### src/rtl/loop_fetch_stage.sv
// Fetch stage feeding the IF/ID register: owns the PC, picks each word from instruction
// memory or the loop-buffer replay output, and recovers from loop-buffer flushes.
module loop_fetch_stage #(
  parameter logic [31:0] RESET_PC  = 32'h0000_0000,
  parameter int          LB_DEPTH  = 8,
  parameter logic [31:0] NOP_INSTR = 32'h0000_0013
) (
  input  logic        clk,
  input  logic        reset,
  input  logic        stall,
  output logic [31:0] imem_addr,
  input  logic [31:0] imem_rdata,
  input  logic [31:0] loop_target,
  input  logic        lb_block,
  input  logic        lb_flush,
  input  logic [31:0] lb_new_pc,
  input  logic [31:0] lb_instr,
  output logic [31:0] ifid_pc,
  output logic [31:0] ifid_instr,
  output logic        ifid_valid,
  output logic        fetch_src,
  output logic        loop_reject,
  output logic [1:0]  dbg_state
);

  typedef enum logic [1:0] {
    ST_FETCH    = 2'd0,
    ST_LOOP     = 2'd1,
    ST_REDIRECT = 2'd2
  } state_t;

  localparam logic [31:0] LB_DEPTH_W = 32'(LB_DEPTH);

  state_t      state_q, state_d;
  logic [31:0] pc_q, pc_d;
  logic [31:0] ifid_pc_q, ifid_pc_d;
  logic [31:0] ifid_instr_q, ifid_instr_d;
  logic        ifid_valid_q, ifid_valid_d;
  logic        fetch_src_q, fetch_src_d;
  logic        loop_reject_q, loop_reject_d;
  logic [31:0] loop_start_q, loop_start_d;
  logic [31:0] loop_end_q, loop_end_d;
  logic        lb_block_prev_q, lb_block_prev_d;
  logic [31:0] loop_len;

  // Body length of a candidate loop ending at the word currently in IF/ID.
  assign loop_len = ((ifid_pc_q - loop_target) >> 2) + 32'd1;

  always_comb begin
    state_d         = state_q;
    pc_d            = pc_q;
    ifid_pc_d       = ifid_pc_q;
    ifid_instr_d    = ifid_instr_q;
    ifid_valid_d    = ifid_valid_q;
    fetch_src_d     = fetch_src_q;
    loop_reject_d   = 1'b0;
    loop_start_d    = loop_start_q;
    loop_end_d      = loop_end_q;
    lb_block_prev_d = lb_block_prev_q;

    if (lb_flush) begin
      ifid_valid_d    = 1'b0;
      ifid_instr_d    = NOP_INSTR;
      fetch_src_d     = 1'b0;
      lb_block_prev_d = lb_block;
      state_d         = ST_REDIRECT;
    end else if (state_q == ST_REDIRECT) begin
      // Recovery PC arrives one cycle after the flush; stall cannot hold this cycle.
      pc_d            = lb_new_pc;
      ifid_valid_d    = 1'b0;
      ifid_instr_d    = NOP_INSTR;
      fetch_src_d     = 1'b0;
      lb_block_prev_d = lb_block;
      state_d         = ST_FETCH;
    end else if (!stall) begin
      lb_block_prev_d = lb_block;
      case (state_q)
        ST_FETCH: begin
          ifid_pc_d    = pc_q;
          ifid_instr_d = imem_rdata;
          ifid_valid_d = 1'b1;
          fetch_src_d  = 1'b0;
          pc_d         = pc_q + 32'd4;
          if (lb_block && !lb_block_prev_q) begin
            loop_start_d = loop_target;
            loop_end_d   = ifid_pc_q;
            if (loop_len <= LB_DEPTH_W) begin
              pc_d         = loop_target;
              ifid_pc_d    = ifid_pc_q;
              ifid_valid_d = 1'b0;
              ifid_instr_d = NOP_INSTR;
              state_d      = ST_LOOP;
            end else begin
              loop_reject_d = 1'b1;
            end
          end
        end
        ST_LOOP: begin
          if (!lb_block) begin
            pc_d         = loop_end_q + 32'd4;
            ifid_valid_d = 1'b0;
            ifid_instr_d = NOP_INSTR;
            fetch_src_d  = 1'b0;
            state_d      = ST_FETCH;
          end else begin
            ifid_pc_d    = pc_q;
            ifid_instr_d = lb_instr;
            ifid_valid_d = 1'b1;
            fetch_src_d  = 1'b1;
            pc_d         = (pc_q == loop_end_q) ? loop_start_q : pc_q + 32'd4;
          end
        end
        default: state_d = ST_FETCH;
      endcase
    end
  end

  always_ff @(posedge clk) begin
    if (reset) begin
      state_q         <= ST_FETCH;
      pc_q            <= RESET_PC;
      ifid_pc_q       <= 32'd0;
      ifid_instr_q    <= NOP_INSTR;
      ifid_valid_q    <= 1'b0;
      fetch_src_q     <= 1'b0;
      loop_reject_q   <= 1'b0;
      loop_start_q    <= 32'd0;
      loop_end_q      <= 32'd0;
      lb_block_prev_q <= 1'b0;
    end else begin
      state_q         <= state_d;
      pc_q            <= pc_d;
      ifid_pc_q       <= ifid_pc_d;
      ifid_instr_q    <= ifid_instr_d;
      ifid_valid_q    <= ifid_valid_d;
      fetch_src_q     <= fetch_src_d;
      loop_reject_q   <= loop_reject_d;
      loop_start_q    <= loop_start_d;
      loop_end_q      <= loop_end_d;
      lb_block_prev_q <= lb_block_prev_d;
    end
  end

  assign imem_addr   = pc_q;
  assign ifid_pc     = ifid_pc_q;
  assign ifid_instr  = ifid_instr_q;
  assign ifid_valid  = ifid_valid_q;
  assign fetch_src   = fetch_src_q;
  assign loop_reject = loop_reject_q;
  assign dbg_state   = state_q;

endmodule

### config.mk
export PLATFORM = sky130hd
export DESIGN_NAME = loop_fetch_stage
export DESIGN_NICKNAME = d
export VERILOG_FILES = /design/src/rtl/loop_fetch_stage.sv
export SDC_FILE = /design/constraint.sdc
export NUM_CORES = 1
export LEC_CHECK = 0
export CORE_AREA = 2 2 173 175
export CTS_CLUSTER_SIZE = 20
export DETAILED_ROUTE_END_ITERATION = 7
export DIE_AREA = 0 0 175 177
export PLACE_DENSITY_LB_ADDON = 0.3
export SLEW_MARGIN = 20
export SYNTH_ARGS = -nofsm -noshare
export SYNTH_HDL_FRONTEND = slang
export SYNTH_SLANG_ARGS = --single-unit
### constraint.sdc
create_clock -name clk -period 4.9 [get_ports clk]
set_input_delay 0.98 -clock clk [delete_from_list [all_inputs] [get_ports clk]]
set_output_delay 0.98 -clock clk [all_outputs]
set_load 0.03 [all_outputs]
==> summary.md <==
| Metric | Value |
|---|---|
| Cell internal pwr | about 2600 uW |
| Place WS | -1.132 ns |
| Placed cell areas | 15470 um^2 |
| Layout net count | just over 2k |
| Avg Cell Area, Syn | 7.709 um^2 |
| Post-route setup TNS | 0 ns |
| Synth Instances | 1482 |
| Vias in the first global route | roughly 13k |
| CTS buffer count | 17 |
| Register area share after synthesis | 29.09% |
| Footprint of the multi-input gates | slightly above 8000 um^2 |
| Final setup margin | roughly 0.079 ns |
| Warnings from Yosys | 0 |
| Period utilization | about 100% |
| Final worst path period need | approximately 4.8 ns |
| Status | finished, final reports clean |
| Comb pwr share | around 24% |
| Clock transition at the registers of the reported paths | roughly 0.06 ns |
| Clk_lat worst skew | ~0.44 ns |
| Die area | 30980 um^2 |
| Global Route Usage Sum | between 20% and 30% |
| Crit path max-delay family | simple AND/OR/NAND/NOR gates |
| CP Data Required Time | between 5 and 6 ns |
| Slew @ Worst Pin | ~1.1 ns |
| Area leader, netlist | dfxtp_1 |
| Initial antenna violation count | 0 |
| Tot Pwr | ~3800 uW |
| TritonCTS clock tree | done |
| Row count | 63 |
| Leak | around 0.0070 uW |
| Largest net degree at the start of global routing | 71 |
| Slew margin rel. | 27.66% |
| Die Span Y | 177 um |
| Syn Std Cell Area | between 10000 and 15000 um^2 |
| Crit path kind | input port to flip-flop |
| Vias post-DR | between 10k and 15k |
| Reg power frac | about two fifths |
| Storage cell area | ~3300 um^2 |
| Synth area leaders | dfxtp_1, mux2i_1, a21oi_1, nand2_1, xnor2_1 |
| CTS Root Cell | clkbuf_16 |
| Met1 Usage GRT | 37.17% |
| Net Switching | roughly 1100 uW |
| Starting Density | between 30% and 40% |
| Worst-path fanout max | 8 |
| Worst Hold Class | flip-flop to flip-flop |
| Post-Syn Nets | ~1.6k |
| Met2 global-route usage | between 40% and 50% |
| Type of origin of the critical path | input port |
| Global placement routability congestion | 0.9672 |
| Hold-fix buffers at CTS | 0 |
| Gr ovfl total | 0 |
| CP peak stage delay | about 0.50 ns |
| Clk_skew | 0.01107 ns |
| Netlist cell types | 82 |
| Post-DP HPWL | roughly 35000 um |
| Number of max-cap violations | 0 |
| Clock Tree Buf Depth | 2 |
| First-pass iteration count of the detailed router | 8 |
| Filler Cells Inserted | 2673 |
| P&R area growth vs syn | 48.78% |
| Layout cells sized above 1 | between 20% and 30% |
| Arr. time, crit path | between 5 and 6 ns |
| Post-synth ARST share | 0% |
| Pins Over Slew Limit | 0 |
| Most frequent cells in the layout | buf_4, clkdlybuf4s50_1, nand2_1, dfxtp_1, nor2_1 |
| RSZ-0062 raised after global routing | yes |
| Final core occ | approximately three fifths |
| Vias/cell | 5.662 |
| Post-Layout Inst Area | between 15000 and 20000 um^2 |
| First-pass GRT wire length | between 70000 and 80000 um |
| Synthesized flop and latch total | approximately 170 |
| Crit path capture type | flip-flop |
| ANT nets after route | 0 |
| H-Tree Depth | 4 |
| Post-Route WL | 47210 um |
| Peak supply drop | just over 0.0002 V |
| Post-DR wirelength/cell | approximately 21 um |
| Final hold viol count | 0 |
| # DRC | 0 |
| Synth top area share | a little under 30% |
| Initial DRC Count | approximately 1.2k |
| GRT busiest layer | met2 |
| Fmax | slightly above 200 MHz |
| CP Buf/Inv Count | 5 |
| Number of synthesized flops with an enable pin | 0 |
| Diodes inserted | 0 |
| Port bufs | roughly 230 |
| Clock power share | between 30 and 40% |
| Die width | between 150 and 200 um |
| Leading cell type in the layout, fill and taps excluded | buf_4 |
| Met3 Use GR | under 10% |
| Core Area | between 20000 and 30000 um^2 |
| Switching share of power | between 30% and 40% |
| CTS Sinks | approximately 170 |
| Synth Flop Type | dfxtp_1 |
| Ports | roughly 230 |
| PD cells | 220.7 nW/um^2 |
| # setup viols final | 0 |
| Slowest CP cell | or4_1 |
| Critical path, cell by cell | buf_8, inv_6, ha_4, a2111o_1, buf_6, a31o_4, or2_4, xor2_2, nand4_1, or4_1, o31a_1, nor4b_4, nand4_4, clkbuf_16, and3_4, buf_12, a222oi_1, nor2_1 |
logic make-up after synthesis:
group / after synthesis / share of synthesized area (%)
XOR/XNOR: 105 / 8.049
multiplexers: 95 / 8.499
buffers and inverters: 149 / 5.421
flip-flops: 166 / 29.09
adder cells (fa/ha/maj): 32 / 3.505
AND/OR/NAND/NOR: 561 / 23.31
AO/OA/AOI/OAI: 374 / 22.13
per-stage QoR:
step / cells / hold WS (ns)
floorplan: 1482 / 0.4357
global placement: 2212 / 0.4411
detailed placement: 2212 / 0.4459
CTS: 2262 / 0.4549
global route: 2274 / 0.4734
finish: 2274 / 0.4559
final cells by class:
type,count,area share [%]
clock buffers,19,2.547
clock inverters,13,0.9201
flip-flops and latches,166,19.55
multi-input cells,1167,47.91
well taps,390,2.871
inverters,40,0.9717
repair buffers,479,25.23
sequential cells by signal, summed over array words and instances (netlist names):
signal	flops
loop_start_q	32
fetch_src	1
ifid_valid	1
lb_block_prev_q	1
loop_end_q	32
loop_reject	1
imem_addr	32
ifid_instr	32
ifid_pc	32
dbg_state	2
final timing paths:
check / start / to / slack [ns] / depth (start not counted)
max reg2reg: ifid_pc[1]$_SDFFE_PP0P_ / ifid_instr[30]$_SDFFE_PP0P_ / 0.27 / 16
min reg2reg: loop_start_q[15]$_SDFFE_PP0P_ / loop_start_q[15]$_SDFFE_PP0P_ / 0.46 / 2
max: loop_target[1] / ifid_instr[30]$_SDFFE_PP0P_ / 0.08 / 18
min: loop_start_q[15]$_SDFFE_PP0P_ / loop_start_q[15]$_SDFFE_PP0P_ / 0.46 / 2
synthesized netlist by cell type, types with 9 or more instances:
library cell  instances
o211ai_1             10
ha_1                 32
nor4_1               18
buf_2                 9
o21ai_1              10
a211oi_1             16
dfxtp_1             166
mux2i_1              79
nor2_1              151
mux2_1               15
clkbuf_1             90
a222oi_1             29
o21ai_0              53
or3_1                11
and3_1               18
xnor2_1              79
nand4_1              28
a21o_1               17
nor3_1               31
nand2b_1             10
nand3b_1              9
o221ai_1             11
a21oi_1             152
nand2_1             202
xor2_1               26
inv_1                40
nand3_1              34
timing repair:
item                                    in CTS  in global routing
cloned                                       3                  0
pin swaps                                   18                 46
gates resized for setup                    132                 74
endpoints found under the setup margin      99                 91
setup buffers                               15                 12
worst reg2reg max path: cells and delay by family (launching register included):
family | cells | cell delay (ns)
AND/OR/NAND/NOR | 7 | 1.79
adder cells (fa/ha/maj) | 1 | 0.26
XOR/XNOR | 1 | 0.17
buffers and inverters | 3 | 0.53
flip-flops | 1 | 0.44
AO/OA/AOI/OAI | 4 | 1.32
metal layers:
metal,vias up,wire length [um]
met4,0,1749
met1,6117,19510
met5,-,0
met2,544,21950
met3,110,3995
li1,6104,-
power by group through the flow:
stage	Combinational [uW]	Clock (uW)	Sequential, uW
floorplan	380	0	1500
global placement	816	0	1470
detailed placement	822	0	1480
CTS	876	1410	1450
global route	964	1470	1450
finish	909	1390	1450
Note: power is estimated with default switching activity, not from simulation.
